--- config.mk ---
export PLATFORM = sky130hd
export DESIGN_NAME = spi_request_arbiter
export DESIGN_NICKNAME = d
export VERILOG_FILES = /design/src/rtl/spi_ctrl_pkg.sv /design/src/rtl/spi_rr_arbiter.sv /design/src/rtl/spi_request_arbiter.sv
export SDC_FILE = /design/constraint.sdc
export NUM_CORES = 1
export LEC_CHECK = 0
export ABC_AREA = 1
export CORE_ASPECT_RATIO = 1.2
export CORE_MARGIN = 1
export CORE_UTILIZATION = 41
export DETAILED_ROUTE_END_ITERATION = 8
export PLACE_DENSITY = 0.79
export SYNTH_ARGS = -nofsm -noshare
export SYNTH_HDL_FRONTEND = slang
export SYNTH_SLANG_ARGS = --single-unit
--- constraint.sdc ---
create_clock -name clk -period 1.5 [get_ports clk]
set_input_delay 0.225 -clock clk [delete_from_list [all_inputs] [get_ports clk]]
set_output_delay 0.225 -clock clk [all_outputs]
set_load 0.02 [all_outputs]
--- src/rtl/spi_ctrl_pkg.sv ---
// Shared types and sizing helpers for the SPI request arbiter.
package spi_ctrl_pkg;

   localparam int SPI_WORD_W = 8;

   // Transfer sequencer states.
   typedef enum logic [2:0] {
      ST_IDLE    = 3'd0,
      ST_START   = 3'd1,
      ST_WAIT    = 3'd2,
      ST_RESP    = 3'd3,
      ST_RECOVER = 3'd4
   } state_t;

   // Width of a counter that has to hold values 0..cycles.
   function automatic int cnt_width(input int cycles);
      return $clog2(cycles + 1);
   endfunction

   // Width of an index into n requesters (at least one bit).
   function automatic int idx_width(input int n);
      return (n > 1) ? $clog2(n) : 1;
   endfunction

endpackage

--- src/rtl/spi_rr_arbiter.sv ---
// Round-robin pick: first asserted request at or after the pointer, wrapping.
module spi_rr_arbiter
   import spi_ctrl_pkg::*;
#(
   parameter int NUM_REQ = 4,
   parameter int IDX_W   = 2
)(
   input  logic [NUM_REQ-1:0] req,
   input  logic [IDX_W-1:0]   ptr,
   output logic               found,
   output logic [IDX_W-1:0]   grant
);

   logic [IDX_W-1:0] idx_s;

   // Scan requesters starting from the pointer; the first hit wins.
   always_comb begin
      found = 1'b0;
      grant = {IDX_W{1'b0}};
      idx_s = {IDX_W{1'b0}};
      for (int i = 0; i < NUM_REQ; i++) begin
         idx_s = IDX_W'((int'(ptr) + i) % NUM_REQ);
         if (!found && req[idx_s]) begin
            found = 1'b1;
            grant = idx_s;
         end else begin
            found = found;
         end
      end
   end

endmodule

--- src/rtl/spi_request_arbiter.sv ---
// Shares one 8-bit SPI engine among NUM_REQ requesters, one transfer at a time.
module spi_request_arbiter
   import spi_ctrl_pkg::*;
#(
   parameter int NUM_REQ        = 4,
   parameter int TIMEOUT_CYCLES = 64,
   parameter int RECOVER_CYCLES = 2
)(
   input  logic                          clk,
   input  logic                          rst,
   input  logic [NUM_REQ-1:0]            req_valid,
   input  logic [NUM_REQ*SPI_WORD_W-1:0] req_data,
   output logic [NUM_REQ-1:0]            req_ready,
   output logic [NUM_REQ-1:0]            resp_valid,
   output logic [SPI_WORD_W-1:0]         resp_data,
   output logic                          resp_err,
   output logic                          busy,
   output logic                          spi_start,
   output logic [SPI_WORD_W-1:0]         spi_tx_data,
   output logic [NUM_REQ-1:0]            spi_cs_sel,
   input  logic                          spi_done,
   input  logic [SPI_WORD_W-1:0]         spi_rx_data
);

   localparam int IDX_W = idx_width(NUM_REQ);
   localparam int CNT_W = cnt_width(TIMEOUT_CYCLES);
   localparam int REC_W = cnt_width(RECOVER_CYCLES);
   localparam logic [CNT_W-1:0] TO_LAST  = CNT_W'(TIMEOUT_CYCLES - 1);
   localparam logic [REC_W-1:0] REC_LAST = REC_W'(RECOVER_CYCLES - 1);

   state_t                  state_r;
   state_t                  state_nx_s;
   logic [IDX_W-1:0]        ptr_r;
   logic [IDX_W-1:0]        g_r;
   logic [SPI_WORD_W-1:0]   tx_r;
   logic [SPI_WORD_W-1:0]   rx_r;
   logic                    err_r;
   logic [CNT_W-1:0]        to_cnt_r;
   logic [REC_W-1:0]        rec_cnt_r;
   logic                    found_s;
   logic [IDX_W-1:0]        grant_s;
   logic [NUM_REQ-1:0]      sel_oh_s;
   logic                    timeout_s;
   logic [SPI_WORD_W-1:0]   req_bytes_s [NUM_REQ];

   for (genvar i = 0; i < NUM_REQ; i++) begin : g_bytes
      assign req_bytes_s[i] = req_data[i*SPI_WORD_W +: SPI_WORD_W];
   end

   assign sel_oh_s  = NUM_REQ'(1) << g_r;
   assign timeout_s = (to_cnt_r == TO_LAST);

   spi_rr_arbiter #(
      .NUM_REQ (NUM_REQ),
      .IDX_W   (IDX_W)
   ) u_rr (
      .req   (req_valid),
      .ptr   (ptr_r),
      .found (found_s),
      .grant (grant_s)
   );

   // State register.
   always_ff @(posedge clk) begin
      if (rst) begin
         state_r <= ST_IDLE;
      end else begin
         state_r <= state_nx_s;
      end
   end

   // Next-state logic and the combinational accept pulse.
   always_comb begin
      state_nx_s = state_r;
      req_ready  = {NUM_REQ{1'b0}};
      case (state_r)
         ST_IDLE: begin
            if (found_s && !rst) begin
               req_ready  = NUM_REQ'(1) << grant_s;
               state_nx_s = ST_START;
            end else begin
               state_nx_s = ST_IDLE;
            end
         end
         ST_START: state_nx_s = ST_WAIT;
         ST_WAIT: begin
            if (spi_done || timeout_s) begin
               state_nx_s = ST_RESP;
            end else begin
               state_nx_s = ST_WAIT;
            end
         end
         ST_RESP: state_nx_s = ST_RECOVER;
         ST_RECOVER: begin
            if (rec_cnt_r == REC_LAST) begin
               state_nx_s = ST_IDLE;
            end else begin
               state_nx_s = ST_RECOVER;
            end
         end
         default: state_nx_s = ST_IDLE;
      endcase
   end

   // Transfer latches, timeout/recovery counters and the round-robin pointer.
   always_ff @(posedge clk) begin
      if (rst) begin
         ptr_r     <= {IDX_W{1'b0}};
         g_r       <= {IDX_W{1'b0}};
         tx_r      <= {SPI_WORD_W{1'b0}};
         rx_r      <= {SPI_WORD_W{1'b0}};
         err_r     <= 1'b0;
         to_cnt_r  <= {CNT_W{1'b0}};
         rec_cnt_r <= {REC_W{1'b0}};
      end else begin
         case (state_r)
            ST_IDLE: begin
               if (found_s) begin
                  g_r  <= grant_s;
                  tx_r <= req_bytes_s[grant_s];
               end
            end
            ST_START: to_cnt_r <= {CNT_W{1'b0}};
            ST_WAIT: begin
               to_cnt_r <= to_cnt_r + CNT_W'(1);
               // A done pulse on the final cycle still counts as success.
               if (spi_done) begin
                  rx_r  <= spi_rx_data;
                  err_r <= 1'b0;
               end else if (timeout_s) begin
                  rx_r  <= {SPI_WORD_W{1'b0}};
                  err_r <= 1'b1;
               end
            end
            ST_RESP: begin
               ptr_r     <= (g_r == IDX_W'(NUM_REQ - 1)) ? {IDX_W{1'b0}} : g_r + IDX_W'(1);
               rec_cnt_r <= {REC_W{1'b0}};
            end
            ST_RECOVER: rec_cnt_r <= rec_cnt_r + REC_W'(1);
            default: begin
               to_cnt_r <= {CNT_W{1'b0}};
            end
         endcase
      end
   end

   // Output decode from registered state and latches.
   always_comb begin
      busy        = (state_r != ST_IDLE);
      spi_start   = 1'b0;
      spi_cs_sel  = {NUM_REQ{1'b0}};
      spi_tx_data = {SPI_WORD_W{1'b0}};
      resp_valid  = {NUM_REQ{1'b0}};
      resp_data   = {SPI_WORD_W{1'b0}};
      resp_err    = 1'b0;
      case (state_r)
         ST_START: begin
            spi_start   = 1'b1;
            spi_cs_sel  = sel_oh_s;
            spi_tx_data = tx_r;
         end
         ST_WAIT: begin
            spi_cs_sel  = sel_oh_s;
            spi_tx_data = tx_r;
         end
         ST_RESP: begin
            resp_valid = sel_oh_s;
            resp_data  = rx_r;
            resp_err   = err_r;
         end
         default: begin
            spi_start = 1'b0;
         end
      endcase
   end

endmodule

==> results <==
==> final timing paths <==
| path | startpoint | to | cells past startpoint |
|---|---|---|---|
| max reg2reg | ptr_r[1] | tx_r[4] | 16 |
| min reg2reg | rec_cnt_r[0] | rec_cnt_r[0] | 1 |
| min | rec_cnt_r[0] | rec_cnt_r[0] | 1 |
| max | req_valid[1] | tx_r[4] | 17 |
==> timing repair <==
action,CTS,global route
setup buffers,6,16
gates cloned,3,1
hold buffers,0,0
pin swaps,15,32
endpoints found under the setup margin,56,58
resized for setup,232,143
==> area by class of cell <==
type | count | area, sq um
multi-input combinational | 241 | 1930
sequential | 33 | 681
clock inverter | 3 | 17.5
clock buffer | 5 | 68.8
inverter | 89 | 354
fill | 245 | 737
tap | 62 | 77.6
timing repair buffer | 143 | 1460
==> cell families (layout without fill, tap and decap cells) <==
logic type      after synthesis  in the layout  share of synthesized area
compound gates               40             40                      0.101
fa+ha+maj                     6              6                     0.0328
buf+inv                     103            240                      0.186
flops                        33             33                      0.289
simple gates                193            195                      0.391
==> cells in the final DEF (no fill, tap or decap), types with 5 or more instances in the layout <==
cell type,count
inv_1,74
buf_6,46
clkdlybuf4s50_1,45
buf_4,42
nor2_4,39
nand2_1,39
nand2_2,34
nand3_1,30
dfxtp_1,25
a21oi_1,21
nand3_2,18
nand2_4,13
inv_2,9
nand3_4,6
buf_12,6
ha_1,5
clkbuf_8,5
==> power by group through the flow <==
stage	logic, mW	clock network (mW)	registers (mW)
after floorplan	1.79	0	1.13
after global placement	2.73	0	1.13
after detailed placement	2.80	0	1.14
after CTS	3.28	0.670	1.14
after global routing	4.44	0.728	1.19
final	4.25	0.691	1.17
==> worst max-delay path, stage by stage <==
cell	delay [ps]
clkdlybuf4s50_1	510
inv_1	110
nand2_1	130
nand2_2	90
nand2_1	80
nand2_1	60
nand2_2	90
nand2_2	80
buf_4	140
buf_4	130
nand2_4	80
nand3_4	160
nand2_2	110
nand3_1	80
nand3_1	150
nand2_1	100
inv_1	60
==> per-stage QoR <==
stage	area (sq um)	power [mW]	setup TNS, ps	hold slack [ps]
after floorplan	2460	2.91	-1780	374
after CTS	3910	5.09	-7300	470
after global placement	3560	3.87	-19930	442
final	4600	6.11	-14130	465
after global routing	4600	6.36	-16840	499
after detailed placement	3560	3.94	-21190	454
==> metal layers <==
| metal | track usage | routed length, microns | share of wire | up-vias |
|---|---|---|---|---|
| li1 | - | - | - | 1435 |
| met1 | 0.283 | 3910 | 0.37 | 1529 |
| met2 | 0.501 | 5420 | 0.51 | 187 |
| met3 | 0.0556 | 617 | 0.058 | 68 |
| met4 | 0.115 | 702 | 0.066 | 0 |
| met5 | 0 | 0 | 0 | - |
==> registers in the layout, summed over array words and instances (netlist names) <==
register and flops:
err_r 1, g_r 2, ptr_r 2, rec_cnt_r 2
rx_r 8, state_r 3, to_cnt_r 7, tx_r 8
==> impl_metrics.toml <==
[worst_setup_path]
crit_type = "primary input to flip-flop"
crit_path_max_fanout = 8
cp_data_required_time_ps = 1740
cp-start-kind = "primary input"
r2r_setup_slack_ps = -580
arrival_ps = 2410
cp-end-kind = "flip-flop"

[placed_design]
dp_cells = 546
dp_hpwl_mm = 5.04
place.gp.congestion = 0.811
pre_cts_ws_ps = -986
portBuffers = 77

[die]
rows = 29
die_y_microns = 83.8
fp.dieW_microns = 70.2
io_pins = 78
coreArea_sq_mm = 0.00533
die-area_sq_mm = 0.00588
start_util = 0.429

[logic_synthesis]
synth_edf_count = 0
yosysSeqAreaShare = 0.289
synth.avg_cell_area_sq_um = 6.10
ys_top_cells_by_count = "inv_1 (84), nand2_1 (73), nand3_1 (49)"
synth_top_area_cell = "dfxtp_1"
synth.top_cell.area_share = 0.289
synth_ff_type = "dfxtp_1"
synth_area_leaders = "dfxtp_1 (29%), inv_1 (14%), nand2_1 (12%)"
synth.distinct_cells = 31
synth.most_common_cell = "inv_1"
synth_seq_cells = 33
synthesis.nets = 428
synth.cell_area_sq_mm = 0.00229
synthCells = 375
async_reset_ff_frac = 0
yosysWarnings = 0

[min_path]
hold_path_class = "flip-flop to flip-flop"

[clocking]
cts-buffers-inserted = 5
clock-sinks = 33
cts_tree = "done"
cts_max_path_buffers = 2
cts_root_buffer = "clkbuf_8"
clk_latency_ps = 300
clk_pin_slew_ps = 70
h-tree-depth = 2

[final_layout]
stdcell_count = 576
utilization = 0.862
syn_to_final_growth_pct = 101
n_antenna_cell = 0
layout-drive-gt1-share = 0.514
nNetsFinal = 566

[sta]
setup_ws_ps = -666
max_freq_ghz = 0.462
post-route-min-period_ps = 2170
drv_slew = 0
rsz0062_at_grt = "true"
setup_violations = 53
final_hold_viol_count = 0
skew_ps = 10.8
tightest_slew_ps = 342
relSlewSlack = 0.772
min_period_over_period = 1.44

[power]
power_density_mw_per_mm2 = 1330
p_comb_frac = 0.695
p_switching_mw = 2.90
leakagePower_nw = 2.06
seqPwrFrac = 0.192
switching_share = 0.475
p_int_mw = 3.21
power.share.clock = 0.113
ir_worst_vdd_uv = 1070

[routing]
num_vias = 3219
drc = 0
initialDrtViolationCount = 330
first_pass_iters = 5
vias_per_cell = 5.59
wire_per_inst_microns = 18.5
ant_nets = 0
totalWireLength_mm = 10.6

[global_route]
grt_pass1_wl_mm = 12.6
grt_max_degree = 26
grt_use_total = 0.267
grt_pass1_vias = 2781
antenna_found_initial = 0
grt_overflow = 0

[run_status]
violations = "negative setup slack"
status = "finished with violations"

[job]
cap_violations = 0
Power figures use the tool's default switching activity.
